File: src/rtl/fifo_rd_stream_if.sv
// Read-side bundle: FIFO read port toward the async FIFO plus the
// downstream valid/ready stream. The drain stage owns the master side.
interface fifo_rd_stream_if #(
  parameter int unsigned DSIZE = 8
);
  logic [DSIZE-1:0] rdata;
  logic             rempty;
  logic             rinc;
  logic             m_valid;
  logic             m_ready;
  logic [DSIZE-1:0] m_data;

  modport master (
    input  rdata,
    input  rempty,
    output rinc,
    output m_valid,
    input  m_ready,
    output m_data
  );

  modport slave (
    output rdata,
    output rempty,
    input  rinc,
    input  m_valid,
    output m_ready,
    input  m_data
  );
endinterface

File: src/rtl/fifo_rd_stream.sv
// Read-domain drain stage: pops the async FIFO into a 2-entry skid buffer
// and presents the head as a registered valid/ready stream. The FIFO pop
// strobe looks only at local state, so m_ready never reaches rinc.
module fifo_rd_stream #(
  parameter int unsigned DSIZE = 8,
  parameter int unsigned CNT_W = 16
) (
  input  logic             rclk,
  input  logic             rrst,
  input  logic             flush,
  fifo_rd_stream_if.master bus,
  output logic [CNT_W-1:0] xfer_cnt
);

  typedef enum logic [1:0] {
    EMPTY = 2'd0,
    ONE   = 2'd1,
    TWO   = 2'd2
  } state_t;

  state_t           state_q;
  logic [DSIZE-1:0] head_q;
  logic [DSIZE-1:0] tail_q;
  logic [CNT_W-1:0] cnt_q;

  logic push;
  logic pop;

  // Pop the FIFO whenever a word is there and a skid slot is free.
  assign push = ~bus.rempty & (state_q != TWO) & ~flush & ~rrst;
  assign pop  = (state_q != EMPTY) & bus.m_ready;

  assign bus.rinc    = push;
  assign bus.m_valid = (state_q != EMPTY);
  assign bus.m_data  = head_q;
  assign xfer_cnt    = cnt_q;

  // Skid buffer occupancy, head/tail data and transfer counter.
  always_ff @(posedge rclk or posedge rrst) begin
    if (rrst) begin
      state_q <= EMPTY;
      head_q  <= '0;
      tail_q  <= '0;
      cnt_q   <= '0;
    end else begin
      if (pop) begin
        cnt_q <= cnt_q + CNT_W'(1);
      end
      if (flush) begin
        state_q <= EMPTY;
      end else begin
        unique case (state_q)
          EMPTY: begin
            if (push) begin
              state_q <= ONE;
              head_q  <= bus.rdata;
            end
          end
          ONE: begin
            if (push && !pop) begin
              state_q <= TWO;
              tail_q  <= bus.rdata;
            end else if (push && pop) begin
              head_q  <= bus.rdata;
            end else if (!push && pop) begin
              state_q <= EMPTY;
            end
          end
          TWO: begin
            if (pop) begin
              state_q <= ONE;
              head_q  <= tail_q;
            end
          end
          default: begin
            state_q <= EMPTY;
          end
        endcase
      end
    end
  end

endmodule

File: src/flat_wrapper.sv
// flat-port wrapper written by rule: the top's interface ports become plain ports
module fifo_rd_stream_flat 
#(
  parameter int unsigned DSIZE = 8,
  parameter int unsigned CNT_W = 16
)
  (rclk, rrst, flush, xfer_cnt, bus_rdata, bus_rempty, bus_rinc, bus_m_valid, bus_m_ready, bus_m_data);
  fifo_rd_stream_if #(.DSIZE(DSIZE)) bus_i ();
  input  logic rclk;
  input  logic rrst;
  input  logic flush;
  output logic [CNT_W-1:0] xfer_cnt;
  input wire logic [$bits(bus_i.rdata)-1:0] bus_rdata;
  input wire logic [$bits(bus_i.rempty)-1:0] bus_rempty;
  output wire logic [$bits(bus_i.rinc)-1:0] bus_rinc;
  output wire logic [$bits(bus_i.m_valid)-1:0] bus_m_valid;
  input wire logic [$bits(bus_i.m_ready)-1:0] bus_m_ready;
  output wire logic [$bits(bus_i.m_data)-1:0] bus_m_data;
  assign bus_i.rdata = bus_rdata;
  assign bus_i.rempty = bus_rempty;
  assign bus_rinc = bus_i.rinc;
  assign bus_m_valid = bus_i.m_valid;
  assign bus_i.m_ready = bus_m_ready;
  assign bus_m_data = bus_i.m_data;
  fifo_rd_stream #(.DSIZE(DSIZE), .CNT_W(CNT_W)) u_core (.rclk(rclk), .rrst(rrst), .flush(flush), .bus(bus_i), .xfer_cnt(xfer_cnt));
endmodule
File: config.mk
export PLATFORM = sky130hd
export DESIGN_NAME = fifo_rd_stream_flat
export DESIGN_NICKNAME = d
export VERILOG_FILES = /design/src/rtl/fifo_rd_stream_if.sv /design/src/rtl/fifo_rd_stream.sv /design/src/flat_wrapper.sv
export SDC_FILE = /design/constraint.sdc
export NUM_CORES = 1
export LEC_CHECK = 0
export BUFFER_PORTS_ARGS = -buffer_cell sky130_fd_sc_hd__clkbuf_2
export CAP_MARGIN = 0
export CORE_ASPECT_RATIO = 1.1
export CORE_MARGIN = 5
export CORE_UTILIZATION = 40
export DETAILED_ROUTE_END_ITERATION = 10
export HOLD_SLACK_MARGIN = 0.02
export PLACE_DENSITY_LB_ADDON = 0.2
export SKIP_LAST_GASP = 1
export SLEW_MARGIN = 10
export SYNTH_ARGS = -nofsm -noshare
export SYNTH_HDL_FRONTEND = slang
export SYNTH_SLANG_ARGS = --single-unit
File: constraint.sdc
create_clock -name rclk -period 4.2 [get_ports rclk]
set_input_delay 0.63 -clock rclk [delete_from_list [all_inputs] [get_ports rclk]]
set_output_delay 0.63 -clock rclk [all_outputs]
set_load 0.01 [all_outputs]
Word-level counts from Yosys, hierarchy flattened
Cells that the tools add are included.
{ "word_totals": {"ram_bits": 0, "wordCells": 46, "mem_count": 0, "rom_bits": 0, "latch_bits": 0, "out_inout_bits": 26, "ff_bits": 34, "input_bits": 13} }
{ "op_classes": {"n_eq_ne": 11, "n_addsub": 1, "n_reduce_logical": 11, "n_div": 0, "multipliers": 0, "n_lt_le_gt_ge": 0, "bitwise": 7, "shifts": 0, "n_mux": 12} }
{ "ops": {"columns": ["operator", "count"], "rows": [
  ["$mux W8", 4],
  ["$pmux W8 S3", 1],
  ["$add A16 B1 Y16 const B", 1],
  ["$mux W2", 6],
  ["$ne A2 B1 Y1 const B", 3],
  ["$ne A3 B2 Y1 const B", 2],
  ["$pmux W2 S3", 1],
  ["$reduce_and A6 Y1", 1],
  ["$and A1 B1 Y1", 4],
  ["$ne A2 B2 Y1 const B", 2],
  ["$ne A4 B2 Y1 const B", 1],
  ["$ne A4 B3 Y1 const B", 1],
  ["$reduce_and A4 Y1", 1],
  ["$logic_and A1 B1 Y1", 3],
  ["$not A1 Y1", 3],
  ["$reduce_and A3 Y1", 1],
  ["$reduce_bool A3 Y1", 1],
  ["$eq A2 B1 Y1 const B", 1],
  ["$eq A2 B2 Y1 const B", 1],
  ["$logic_not A1 Y1", 2],
  ["$logic_not A2 Y1", 1],
  ["$reduce_bool A2 Y1", 1]
]} }

Longest topological paths before layout
Gate-level depths: netlist of the first run.
{ "depth": {"depth_word": 11, "ltp_mapped": 9, "ltp_nobuf": 8} }

Worst setup path before layout of the first run
Ideal clock, no wire load.
{ "synth_timing": {"path_kind": "flip-flop to flip-flop", "start": "reg u_core.state_q[1]", "end": "reg u_core.head_q[0] (netlist: u_core.bus.m_data[0])", "setup_ns": 0.073, "setup_slack_ns": 1.257, "path_stages_with_launch": 10, "t_arrival_ns": 2.870, "path_buffers": 2, "required_time_ns": 4.127, "period_less_slack_ns": 2.943, "cell_sequence": "dfrtp_1 -> or2b_1 -> buf_2 -> nor4b_1 -> ha_1 -> or3b_4 -> a221oi_4 -> buf_6 -> nor2_1 -> a21oi_2"} }
{ "synth_via": {"elab_chain_cells": 7, "word_cells_on_any_way": 19, "cone_classes": "eq/ne: 7; mux: 1; bitwise: 4; reduce/logical: 7"} }
{ "synth_lines": {"columns": ["element", "line", "text"], "rows": [
  ["start, declared", "fifo_rd_stream.sv:21", "state_t state_q;"],
  ["start signal, assigned", "fifo_rd_stream.sv:41", "state_q <= EMPTY;"],
  ["start signal, assigned", "fifo_rd_stream.sv:50", "state_q <= EMPTY;"],
  ["start signal, assigned", "fifo_rd_stream.sv:55", "state_q <= ONE;"],
  ["$ne A2 B2 Y1 *", "fifo_rd_stream.sv:30", "assign push = ~bus.rempty & (state_q != TWO) & ~flush & ~rrst;"],
  ["$and A1 B1 Y1 * (3 in series)", "fifo_rd_stream.sv:30", null],
  ["named net bus_rinc", "flat_wrapper.sv:15", "output wire logic [$bits(bus_i.rinc)-1:0] bus_rinc;"],
  ["$logic_and A1 B1 Y1 (on tied branches)", "fifo_rd_stream.sv:60, fifo_rd_stream.sv:63", null],
  ["$ne A2 B2 Y1 (no line) or $ne A2 B1 Y1 (tied branches)", null, null],
  ["$reduce_and A6 Y1 (no line) *", null, null],
  ["end signal, assigned", "fifo_rd_stream.sv:56", "head_q <= bus.rdata;"],
  ["end signal, assigned", "fifo_rd_stream.sv:64", "head_q <= bus.rdata;"],
  ["end signal, assigned", "fifo_rd_stream.sv:72", "head_q <= tail_q;"],
  ["end, declared", "fifo_rd_stream.sv:22", "logic [DSIZE-1:0] head_q;"]
]} }
Mark *: on every way through the listed nets, which the timed path passes. The rest lies on a longest branch.
A chain may end at the register's enable or synchronous reset.

Worst setup path in the final report of the first run
{ "layout_timing": {"start": "reg u_core.state_q[1]", "end": "reg u_core.head_q[3] (netlist: u_core.bus.m_data[3])"} }
{ "layout_via": {"elab_chain_cells": 7, "word_cells_on_any_way": 19, "cone_classes": "eq/ne: 7; mux: 1; bitwise: 4; reduce/logical: 7"} }
{ "layout_lines": {"columns": ["element", "line"], "rows": [
  ["$ne A2 B2 Y1", "fifo_rd_stream.sv:30"],
  ["$and A1 B1 Y1 (3 in series)", "fifo_rd_stream.sv:30"],
  ["$logic_and A1 B1 Y1 (on tied branches)", "fifo_rd_stream.sv:60, fifo_rd_stream.sv:63"],
  ["$ne A2 B2 Y1 (no line) or $ne A2 B1 Y1 (tied branches)", null],
  ["$reduce_and A6 Y1 (no line)", null]
]} }
Several ways; a longest one is shown, not always the timed one.

==> results of run 1 <==
-- where the power goes --
part / switching, mW / leakage [nW] / total (mW) / internal (mW)
combinational: 0.0795 / 0.495 / 0.150 / 0.0710
sequential: 0.0417 / 0.433 / 0.421 / 0.379
clock: 0.110 / 0.0431 / 0.236 / 0.126
-- flip-flops by register name (all words and copies together), names as in the netlist --
signal and flops:
u_core.xfer_cnt 16, u_core.bus.m_data 8, u_core.tail_q 8, u_core.state_q 2
-- area by class of cell --
type	count	share of cell area, %
Clock buffer	6	4.38
Inverter	3	0.598
Multi-Input combinational cell	92	36.1
Sequential cell	34	45.2
Tap cell	50	3.32
Timing Repair Buffer	39	10.5
-- final timing paths --
path                       slack, ns                            start  depth (start not counted)                          endpoint
min                             0.23                             rrst                          2    u_core.xfer_cnt[0]$_DFFE_PP0P_
max reg2reg                     0.94    u_core.state_q[1]$_DFFE_PP0P_                          7  u_core.bus.m_data[3]$_DFFE_PP0P_
min reg2reg                     0.48  u_core.xfer_cnt[15]$_DFFE_PP0P_                          1   u_core.xfer_cnt[15]$_DFFE_PP0P_
max in group asynchronous       3.34                             rrst                          3  u_core.bus.m_data[0]$_DFFE_PP0P_
max                             0.94    u_core.state_q[1]$_DFFE_PP0P_                          7  u_core.bus.m_data[3]$_DFFE_PP0P_
min in group rclk               0.48  u_core.xfer_cnt[15]$_DFFE_PP0P_                          1   u_core.xfer_cnt[15]$_DFFE_PP0P_
-- logic make-up (layout without fill, tap and decap cells) --
group                      count (synthesis)  in the layout  synth area share, %
AOI/OAI and AO/OA                         14             14                 6.97
xor gates and xnor gates                  15             15                 8.41
adders and majority gates                  4              4                 3.20
buffers and inverters                      6             48                 2.08
DFF                                       34             34                 54.4
muxes                                     16             16                 10.9
and+or+nand+nor                           43             43                 14.0
-- per-stage QoR --
| stage | hold slack, ns | instance area, um2 |
|---|---|---|
| 2_1_floorplan | 0.480 | 1560 |
| 6_report | 0.229 | 1880 |
| 3_5_place_dp | 0.468 | 1800 |
| 5_1_grt | 0.244 | 1880 |
| 3_3_place_gp | 0.464 | 1800 |
| 4_1_cts | 0.227 | 1880 |
-- cell usage in the layout (no fill, tap or decap), types with 2 or more instances in the layout --
master    netlist  layout
a21oi_1         8       8
a21oi_2         2       2
clkbuf_2        0      38
clkbuf_8        0       6
dfrtp_1        34      34
ha_1            4       4
inv_1           3       3
mux2_2          8       8
mux2i_1         8       8
nand2_1         9       9
nand3_1         5       5
nand4_1         4       4
nor2_1         15      15
nor4b_1         2       2
xnor2_1        12      12
xor2_1          3       3
-- routing by layer --
layer  GRT usage, %  wire [um]
met2           23.0       1630
met3           5.54        181
met5              0          0
met1           14.5       1360
met4           5.21         45
==> impl_metrics.ini, run 1 <==
[run_status]
status = completed

[route]
wire_per_inst_um = 14.4
drc_errors = 0
drtAntennaViolNets = 0
vias = 1100
first_pass_iters = 4
drt_iter0_markers = 42
vias_per_cell = 4.91
routed_wirelength_um = 3220

[logic_synthesis]
synth_edf_count = 0
synth_area_leader_cell = dfrtp_1
syn_nets = 149
netlist_top_cells_count = dfrtp_1, nor2_1, xnor2_1
ys_seq_area_share_pct = 54.4
synth_area_per_cell_um2 = 11.8
ys_types = 28
syn_area_mm2 = 0.00156
ys_ff_latch = 34
dominantRegCellSynth = dfrtp_1
async_flop_share_pct = 100
synth_top_area_share_pct = 54.4
synth_area_leaders = dfrtp_1, xnor2_1, mux2_2
yosysMostFrequentCell = dfrtp_1
syn_inst = 132
yosys_warnings = 0

[worst_setup_path]
critical-path-top-delay-family = simple AND/OR/NAND/NOR gates
cp.required_ns = 4.40
crit_path_max_incr_delay_ns = 0.70
crit_buf_inv = 0
cp-start-kind = register
cp_cell_sequence = or2b_1, nor4b_1, ha_1, or3b_4, a221oi_4, nor2_1, a21oi_1
cp-end-kind = register
cp_max_fo = 16
arrival_ns = 3.47
slowest_stage = nor4b_1
crit_type = reg2reg

[global_route]
grt_pass1_vias = 1122
grt_pass1_wl_um = 5320
gr-total-overflow = 0
grt_max_degree = 31
grt_use_total_pct = 13.1
antenna_found_initial = 0

[layout]
fillers = 338
final_nets = 192
multi_input_area_um2 = 679
fin_cells = 224
final_util_pct = 50.8
diodes = 0
seq_area_um2 = 851
drive_above_1_share_pct = 33.9
areaGrowthSynthToFinish_pct = 20.6

[sta]
hold_viol = 0
slew_viol_final = 0
final.setup.worst_slack_ns = 0.935
period_minus_slack_ns = 3.26
tightest_slew_ns = 0.780
relSlewSlack_pct = 47.3
tns_ns = 0
rsz0062_at_grt = no
finalClockSkew_ns = 0.00417
setup_viol = 0
period_share_pct = 77.7
fmax_mhz = 306

[clock_network]
cts.sinks = 34
cts-root-buf = clkbuf_8
cts-buffers-inserted = 5
cts_hold_buf = 0
clk_pin_slew_ns = 0.07
clock_latency_ns = 0.28
cts_setup_buffers = 0
cts_tree = built
htreeDepth = 2
cts-resized-gates = 0
clock_path_buffers = 2

[pwr]
ir_worst_vdd_v = 0.000165
power_mw = 0.808
p_per_area_mw_per_mm2 = 429
p_leak_nw = 0.971

[place]
hpwl_um = 2430
pre_cts_slack_ns = 0.888
gp_congestion = 0.743
dpl.cell_count = 218
port_buffers = 38

[floorplanning]
die_x_um = 69.6
die-area_mm2 = 0.00526
die_y_um = 75.6
ios = 39
core_mm2 = 0.00371
rows = 23
initial_core_util_pct = 42.1

[job]
max_cap_violations = 0

[hold_path]
hp-class = in2async
(Power assumes the default switching activity.)
==> run 2: changes to the inputs <==
==> constraint.sdc (replaced) <==
create_clock -name rclk -period 2.9 [get_ports rclk]
set_input_delay 0.435 -clock rclk [delete_from_list [all_inputs] [get_ports rclk]]
set_output_delay 0.435 -clock rclk [all_outputs]
set_load 0.01 [all_outputs]
==> run 2 against run 1 <==
Die area is the same; power grew 46%; global-route usage shrank 0.27 points; first-iteration DRC count shrank 14%; sequential share of layout area shrank 0.53 points; clock power grew 51%; wire length shrank 2.3%; flip-flop and latch count is the same; hold slack gained 0.0076 ns; largest power group unchanged.
==> impl_metrics.ini, run 2 (synthesis results as in run 1) <==
[run_status]
status = completed

[clock_network]
clock_latency_ns = 0.29
cts_hold_buf = 0
cts-resized-gates = 0
cts_setup_buffers = 0
cts-buffers-inserted = 5
cts_tree = built
cts.sinks = 34
clock_path_buffers = 2
cts-root-buf = clkbuf_8
htreeDepth = 2
clk_pin_slew_ns = 0.07

[hold_path]
hp-class = in2async

[layout]
multi_input_area_um2 = 686
largest_register_ffs = 16
fillers = 343
postLayoutCellArea_mm2 = 0.00191
final_util_pct = 51.4
diodes = 0
fin_cells = 227
drive_above_1_share_pct = 35.0
final_cell_mix = clkbuf_2, dfrtp_1, nor2_1
final_nets = 193
seq_area_um2 = 851
areaGrowthSynthToFinish_pct = 22.0
layout_commonest_cell = clkbuf_2

[pwr]
p_comb_share_pct = 18.3
power_mw = 1.18
p_int_mw = 0.843
p_sw_mw = 0.335
p_per_area_mw_per_mm2 = 618
ir_worst_vdd_v = 0.000375
p_leak_nw = 0.983
seq_power_share_pct = 51.5
swShare_pct = 28.5
p_clk_share_pct = 30.2

[place]
dpl.cell_count = 219
pre_cts_slack_ns = 0.249
hpwl_um = 2280
port_buffers = 38
gp_congestion = 0.742
placed_cell_area_mm2 = 0.00182

[route]
vias_per_cell = 4.83
drtAntennaViolNets = 0
drt_iter0_markers = 36
first_pass_iters = 4
vias = 1096
routed_wirelength_um = 3140
wire_per_inst_um = 13.8
drc_errors = 0

[global_route]
grt_pass1_vias = 1091
grt_use_total_pct = 12.9
grt_max_degree = 35
grt_pass1_wl_um = 5230
gr-total-overflow = 0
antenna_found_initial = 0

[floorplanning]
rows = 23
ios = 39
die_x_um = 69.6
die-area_mm2 = 0.00526
initial_core_util_pct = 42.1
die_y_um = 75.6
core_mm2 = 0.00371

[worst_setup_path]
crit_path_max_incr_delay_ns = 0.65
arrival_ns = 2.90
cp-end-kind = register
cp_cell_sequence = or2b_1, nor4b_2, ha_1, or3b_4, a221oi_4, nor2_1, a21oi_2
cp-start-kind = register
cp_max_fo = 16
cp.required_ns = 3.11
crit_type = reg2reg
slowest_stage = a221oi_4

[sta]
fmax_mhz = 372
hold_viol = 0
tightest_slew_ns = 0.698
rsz0062_at_grt = no
relSlewSlack_pct = 53.5
holdWs_ns = 0.236
finalClockSkew_ns = 0.00801
slew_viol_final = 0
period_minus_slack_ns = 2.69
setup_viol = 0
period_share_pct = 92.7
tns_ns = 0
final.setup.worst_slack_ns = 0.213

[job]
max_cap_violations = 0
## run 2: cell count changes in the layout (fill, tap and decap cells not counted), sizes merged
cell | previous run | this run
clkbuf | 44 | 45
clkinv | 0 | 1
buf | 1 | 2
## run 2: power by group through the flow
stage / sequential [mW] / combinational [mW] / clock, mW
global route: 0.620 / 0.244 / 0.388
CTS: 0.607 / 0.222 / 0.368
detailed placement: 0.617 / 0.221 / 0
finish: 0.607 / 0.216 / 0.356
floorplan: 0.631 / 0.110 / 0
global placement: 0.612 / 0.215 / 0
## run 2: final cells by class
| class | instances | share of cell area, % |
|---|---|---|
| flip-flops and latches | 34 | 44.6 |
| multi-input cells | 92 | 36.0 |
| repair buffers | 40 | 10.8 |
| clock buffers | 7 | 4.53 |
| well taps | 50 | 3.28 |
| inverters | 3 | 0.591 |
| clock inverters | 1 | 0.262 |
## run 2: final timing paths
kind / start / endpoint / slack [ns] / cells after the start
worst max-delay path: u_core.state_q[0]$_DFFE_PP0P_ / u_core.bus.m_data[1]$_DFFE_PP0P_ / 0.21 / 7
max in group asynchronous: rrst / u_core.xfer_cnt[6]$_DFFE_PP0P_ / 2.35 / 3
worst max register to register: u_core.state_q[0]$_DFFE_PP0P_ / u_core.bus.m_data[1]$_DFFE_PP0P_ / 0.21 / 7
min in group rclk: bus_rdata[3] / u_core.tail_q[3]$_DFFE_PP0P_ / 0.40 / 2
worst min-delay path: rrst / u_core.tail_q[3]$_DFFE_PP0P_ / 0.24 / 3
worst min register to register: u_core.xfer_cnt[15]$_DFFE_PP0P_ / u_core.xfer_cnt[15]$_DFFE_PP0P_ / 0.49 / 1
## run 2: worst max-delay path, delay by kind of cell, from the launching register on
| kind | cells | cell delay (ns) |
|---|---|---|
| AOI/OAI and AO/OA | 2 | 0.78 |
| adders and majority gates | 1 | 0.22 |
| DFF | 1 | 0.52 |
| and+or+nand+nor | 4 | 1.08 |
## run 2: layer usage
metal / part of all wire [%] / vias up / global-route usage (%)
met5: 0 / - / 0
li1: - / 544 / -
met2: 47 / 34 / 21.7
met3: 5.9 / 4 / 5.15
met4: 1.1 / 0 / 4.99
met1: 46 / 514 / 15.0
